$ cat config.mk
export PLATFORM = sky130hd
export DESIGN_NAME = vecgate_arbiter
export DESIGN_NICKNAME = d
export VERILOG_FILES = /design/src/rtl/vecgate_arbiter.sv
export SDC_FILE = /design/constraint.sdc
export NUM_CORES = 1
export LEC_CHECK = 0
export BUFFER_PORTS_ARGS = -buffer_cell sky130_fd_sc_hd__buf_2
export CAP_MARGIN = 20
export CORE_UTILIZATION = 47
export CTS_CLUSTER_SIZE = 14
export DETAILED_ROUTE_END_ITERATION = 7
export GPL_ROUTABILITY_DRIVEN = 0
export PLACE_DENSITY = 0.84
export SLEW_MARGIN = 20
export SYNTH_ARGS = -nofsm -noshare
export SYNTH_HDL_FRONTEND = slang
export SYNTH_SLANG_ARGS = --single-unit
$ cat constraint.sdc
create_clock -name clk -period 2.3 [get_ports clk]
set_clock_uncertainty 0.15 [all_clocks]
set_input_delay 0.46 -clock clk [delete_from_list [all_inputs] [get_ports clk]]
set_output_delay 0.46 -clock clk [all_outputs]
set_load 0.02 [all_outputs]
$ cat src/rtl/vecgate_arbiter.sv
// Round-robin arbiter in front of a single 3-op vector gate unit.
// One operation is in flight at a time: IDLE (accept) -> EXEC (compute) -> RESP (handshake).
module vecgate_arbiter #(
   parameter int NREQ = 4,
   parameter int W    = 3,
   parameter int IDW  = 2
) (
   input  logic                clk,
   input  logic                rst_n,
   input  logic [NREQ-1:0]     req,
   input  logic [NREQ*W-1:0]   a_flat,
   input  logic [NREQ*W-1:0]   b_flat,
   input  logic [NREQ*2-1:0]   op_flat,
   output logic [NREQ-1:0]     gnt,
   output logic                rsp_valid,
   input  logic                rsp_ready,
   output logic [IDW-1:0]      rsp_id,
   output logic [2*W-1:0]      rsp_data,
   output logic                rsp_err,
   output logic                busy
);

   typedef enum logic [1:0] {IDLE, EXEC, RESP} state_t;

   state_t            state_q, state_d;
   logic [IDW-1:0]    ptr_q, ptr_d;
   logic [IDW-1:0]    win_q, win_d;
   logic [IDW-1:0]    pick;
   logic              found;
   logic [NREQ-1:0]   gnt_q, gnt_d;
   logic [W-1:0]      a_q, a_d, b_q, b_d;
   logic [1:0]        op_q, op_d;
   logic              rsp_valid_q, rsp_valid_d;
   logic [IDW-1:0]    rsp_id_q, rsp_id_d;
   logic [2*W-1:0]    rsp_data_q, rsp_data_d;
   logic              rsp_err_q, rsp_err_d;

   function automatic logic [IDW-1:0] rr_index(input logic [IDW-1:0] p, input int k);
      int s;
      s = int'(p) + k;
      if (s >= NREQ) s = s - NREQ;
      return IDW'(s);
   endfunction

   function automatic logic [2*W-1:0] gate(input logic [W-1:0] a, input logic [W-1:0] b,
                                           input logic [1:0] op);
      logic [2*W-1:0] r;
      case (op)
         2'b00:   r = {{W{1'b0}}, a | b};
         2'b01:   r = {{(2*W-1){1'b0}}, (|a) || (|b)};
         2'b10:   r = {~b, ~a};
         default: r = '0;
      endcase
      return r;
   endfunction

   // First set request at or after the pointer, wrapping at NREQ-1.
   always_comb begin
      found = 1'b0;
      pick  = '0;
      for (int k = 0; k < NREQ; k++) begin
         if (!found && req[rr_index(ptr_q, k)]) begin
            found = 1'b1;
            pick  = rr_index(ptr_q, k);
         end
      end
   end

   always_comb begin
      state_d = state_q;
      case (state_q)
         IDLE:    if (found) state_d = EXEC;
         EXEC:    state_d = RESP;
         RESP:    if (rsp_ready) state_d = IDLE;
         default: state_d = IDLE;
      endcase
   end

   always_comb begin
      ptr_d       = ptr_q;
      win_d       = win_q;
      gnt_d       = '0;
      a_d         = a_q;
      b_d         = b_q;
      op_d        = op_q;
      rsp_valid_d = rsp_valid_q;
      rsp_id_d    = rsp_id_q;
      rsp_data_d  = rsp_data_q;
      rsp_err_d   = rsp_err_q;
      case (state_q)
         IDLE: begin
            if (found) begin
               win_d = pick;
               a_d   = a_flat[pick*W +: W];
               b_d   = b_flat[pick*W +: W];
               op_d  = op_flat[pick*2 +: 2];
               gnt_d = NREQ'(1) << pick;
               ptr_d = (int'(pick) == NREQ - 1) ? '0 : pick + 1'b1;
            end
         end
         EXEC: begin
            rsp_data_d  = gate(a_q, b_q, op_q);
            rsp_err_d   = (op_q == 2'b11);
            rsp_id_d    = win_q;
            rsp_valid_d = 1'b1;
         end
         RESP: begin
            if (rsp_ready) rsp_valid_d = 1'b0;
         end
         default: ;
      endcase
   end

   always_ff @(posedge clk or negedge rst_n) begin
      if (!rst_n) begin
         state_q     <= IDLE;
         ptr_q       <= '0;
         gnt_q       <= '0;
         rsp_valid_q <= 1'b0;
         rsp_id_q    <= '0;
         rsp_data_q  <= '0;
         rsp_err_q   <= 1'b0;
      end else begin
         state_q     <= state_d;
         ptr_q       <= ptr_d;
         gnt_q       <= gnt_d;
         rsp_valid_q <= rsp_valid_d;
         rsp_id_q    <= rsp_id_d;
         rsp_data_q  <= rsp_data_d;
         rsp_err_q   <= rsp_err_d;
      end
   end

   // Captured operands are only read in EXEC, so they need no reset.
   always_ff @(posedge clk) begin
      win_q <= win_d;
      a_q   <= a_d;
      b_q   <= b_d;
      op_q  <= op_d;
   end

   assign gnt       = gnt_q;
   assign rsp_valid = rsp_valid_q;
   assign rsp_id    = rsp_id_q;
   assign rsp_data  = rsp_data_q;
   assign rsp_err   = rsp_err_q;
   assign busy      = (state_q != IDLE);

endmodule

==> results.json <==
{
  "synthesis.area_per_instance_sq_um": 11.1,
  "die_width_um": 56.0,
  "mostFrequentLayoutCell": "buf_2",
  "coreArea_sq_um": 2760,
  "synth.distinct_cells": 24,
  "netlist_instances": 123,
  "grt_first_pass_wirelength_um": 4510,
  "drv.max_cap_violation_count": 0,
  "synth_top_cell_by_area": "dfrtp_1",
  "vias_in_the_first_global_route": 1114,
  "nNetsFinal": 223,
  "pre_cts_ws_ns": 0.142,
  "floorplan.initialDensity_pct": 49.6,
  "htreeDepth": 1,
  "finalWirelength_um": 2660,
  "power_density_nw_per_um2": 1220,
  "floorplan.die_area_sq_um": 3130,
  "row_count": 19,
  "mappedNetlistArea_sq_um": 1370,
  "io_buffers": 53,
  "layout.core_utilization_pct": 63.4,
  "area_growth_pct": 27.7,
  "routed_via_density": 5.41,
  "fraction_of_final_layout_cells_sized_beyond_drive_strength_1_pct": 36.8,
  "timing_hold_violations_final": 0,
  "holdCritPathClass": "input port to flop",
  "vias": 1153,
  "synth-seq-area-share_pct": 54.8,
  "antenna_found_initial": 0,
  "post-route-drc-count": 0,
  "detail-route-antenna-nets": 0,
  "worst_setup_path_start_kind": "flop",
  "synth_warnings": 0,
  "report.final.slew_viol_count": 0,
  "crit_path_max_fanout": 16,
  "path_clk_slew_ns": 0.14,
  "cp.arrival_ns": 1.99,
  "crit_path_top_delay_cell": "dfrtp_1",
  "firstDrtPassIters": 4,
  "required_ns": 2.24,
  "outcome": "finished clean",
  "global_route.overflow_total": 0,
  "setup_slack_ns": 0.249,
  "wire_per_inst_um": 12.5,
  "timing.final.crit_period_ns": 2.05,
  "clock_tree.root_cell": "clkbuf_4",
  "first_iteration_detailed_routing_drc_count": 26,
  "timing.slew.headroom_pct": 73.3,
  "design.portCount": 54,
  "mostFrequentLayoutCells": "buf_2 (53), mux2i_1 (24), dfrtp_1 (18), nor2_1 (13), nand2_1 (12)",
  "tightestPinTransition_ns": 0.400,
  "power_leakage_nw": 0.908,
  "dp.final_hpwl_um": 2150,
  "post_synth_main_area_contributors": "dfrtp_1 (33%), edfxtp_1 (22%), mux2i_1 (18%), o21ai_0 (4.0%), nor2_1 (3.6%)",
  "cts-root-to-sink-buffers": 2,
  "antenna_cells": 0,
  "finalSetupViolCount": 0,
  "postCtsSetupRepairBufs": 0,
  "tritoncts": "yes",
  "power.ir.vdd_worst_mv": 0.832,
  "grtUsageTotal_pct": 18.5,
  "yosysTopAreaCellShare_pct": 32.9,
  "synthesis.nets": 163,
  "grt_start_max_net_pins": 19,
  "num-fill-cells": 227,
  "cts_inserted_buffers": 3,
  "setup_total_negative_slack_ns": 0,
  "cts.sink_count": 28,
  "rsz0062_at_grt": "no",
  "most_frequent_cell_on_the_critical_path": "mux2i_1",
  "period_share_pct": 89.2,
  "worst-setup-path-type": "flop to flop",
  "path_cells": "and2_1, a22o_1, a211o_1, buf_12, mux2i_1, mux2i_1",
  "die_height_um": 56.0,
  "ys_seq_elements": 28,
  "clock_latency_of_the_later_clocked_register_in_the_worst_skew_pair_ns": 0.32,
  "critPathCaptureType": "flop",
  "slowest_delay_ns": 0.45,
  "fmax_ghz": 0.488
}
==> layer usage <==
| layer | vias up | part of all wire, % | global-route usage, % |
|---|---|---|---|
| met2 | 62 | 47 | 32.1 |
| met1 | 525 | 44 | 22.2 |
| met5 | - | 0 | 0 |
| li1 | 557 | - | - |
| met3 | 9 | 6.4 | 1.40 |
| met4 | 0 | 3.3 | 11.1 |
==> metrics by stage <==
| step | instance area, sq um | hold slack, ns | instances | power (W) |
|---|---|---|---|---|
| 2_1_floorplan | 1370 | 0.0144 | 123 | 0.00157 |
| 3_3_place_gp | 1700 | 0.250 | 208 | 0.00186 |
| 3_5_place_dp | 1700 | 0.260 | 208 | 0.00192 |
| 4_1_cts | 1750 | 0.244 | 213 | 0.00214 |
| 5_1_grt | 1750 | 0.260 | 213 | 0.00228 |
| 6_report | 1750 | 0.237 | 213 | 0.00214 |
==> cells in the mapped netlist <==
| master | number |
|---|---|
| nand2b_1 | 3 |
| edfxtp_1 | 10 |
| and2_1 | 2 |
| nor2b_1 | 1 |
| nor2_1 | 13 |
| o31ai_1 | 2 |
| o41ai_1 | 1 |
| inv_2 | 1 |
| buf_2 | 2 |
| nand2_1 | 12 |
| a22o_1 | 1 |
| and3_1 | 1 |
| inv_1 | 3 |
| dfrtp_1 | 18 |
| clkbuf_1 | 1 |
| buf_4 | 1 |
| a211o_1 | 1 |
| ha_1 | 1 |
| nor3b_1 | 1 |
| mux2i_1 | 24 |
| or3b_2 | 1 |
| o21ai_0 | 11 |
| a21oi_1 | 9 |
| mux2_2 | 3 |
==> area by class of cell <==
| cell class | instances | area (sq um) | area share (%) |
|---|---|---|---|
| inverter | 4 | 15.0 | 0.859 |
| sequential | 28 | 751 | 42.9 |
| multi-input combinational | 87 | 582 | 33.3 |
| tap | 31 | 38.8 | 2.22 |
| timing repair buffer | 59 | 325 | 18.6 |
| clock buffer | 4 | 36.3 | 2.08 |
==> kinds of logic after synthesis <==
kind of cell / after synthesis / share of synthesized area (%)
AND/OR/NAND/NOR: 34 / 11.2
flip-flops: 28 / 54.8
multiplexers: 27 / 20.0
AO/OA/AOI/OAI: 25 / 10.3
buffers and inverters: 8 / 2.65
adder cells (fa/ha/maj): 1 / 0.914
==> flip-flops by register name, indices dropped and copies added, names as in the netlist, 3 cells and up <==
register  count
b_q           3
gnt           4
rsp_data      6
a_q           3
==> path summary, 6_finish.rpt <==
kind                                      start                 endpoint  slack, ns  cells past startpoint
min in group asynchronous                 rst_n   state_q[1]$_DFFE_PN0P_       0.42                      2
setup reg to reg           ptr_q[0]$_DFFE_PN0P_         b_q[1]$_DFFE_PP_       0.25                      6
hold reg to reg                b_q[0]$_DFFE_PP_  rsp_data[3]$_DFFE_PN0P_       0.33                      1
hold / removal                        rsp_ready   state_q[1]$_DFFE_PN0P_       0.24                      4
setup / recovery           ptr_q[0]$_DFFE_PN0P_         b_q[1]$_DFFE_PP_       0.25                      6
max in group asynchronous                 rst_n  rsp_data[3]$_DFFE_PN0P_       1.30                      2
==> power by group <==
part | switching [W] | internal (W) | total [W]
clock network | 0.000135 | 0.0000969 | 0.000232
registers | 0.000148 | 0.000774 | 0.000923
logic | 0.000550 | 0.000432 | 0.000983
total | 0.000834 | 0.00130 | 0.00214
==> critical path: cells and delay by family (launching register included) <==
family | cells | cell delay, ns
multiplexers | 2 | 0.26
AND/OR/NAND/NOR | 1 | 0.18
flip-flops | 1 | 0.45
AO/OA/AOI/OAI | 2 | 0.58
buffers and inverters | 1 | 0.20
==> timing repair <==
action,4_1_cts,5_1_grt
hold buffers,1,0
gates resized for setup,0,0
endpoints found under the hold margin,18,0
Note: power is estimated with default switching activity, not from simulation.
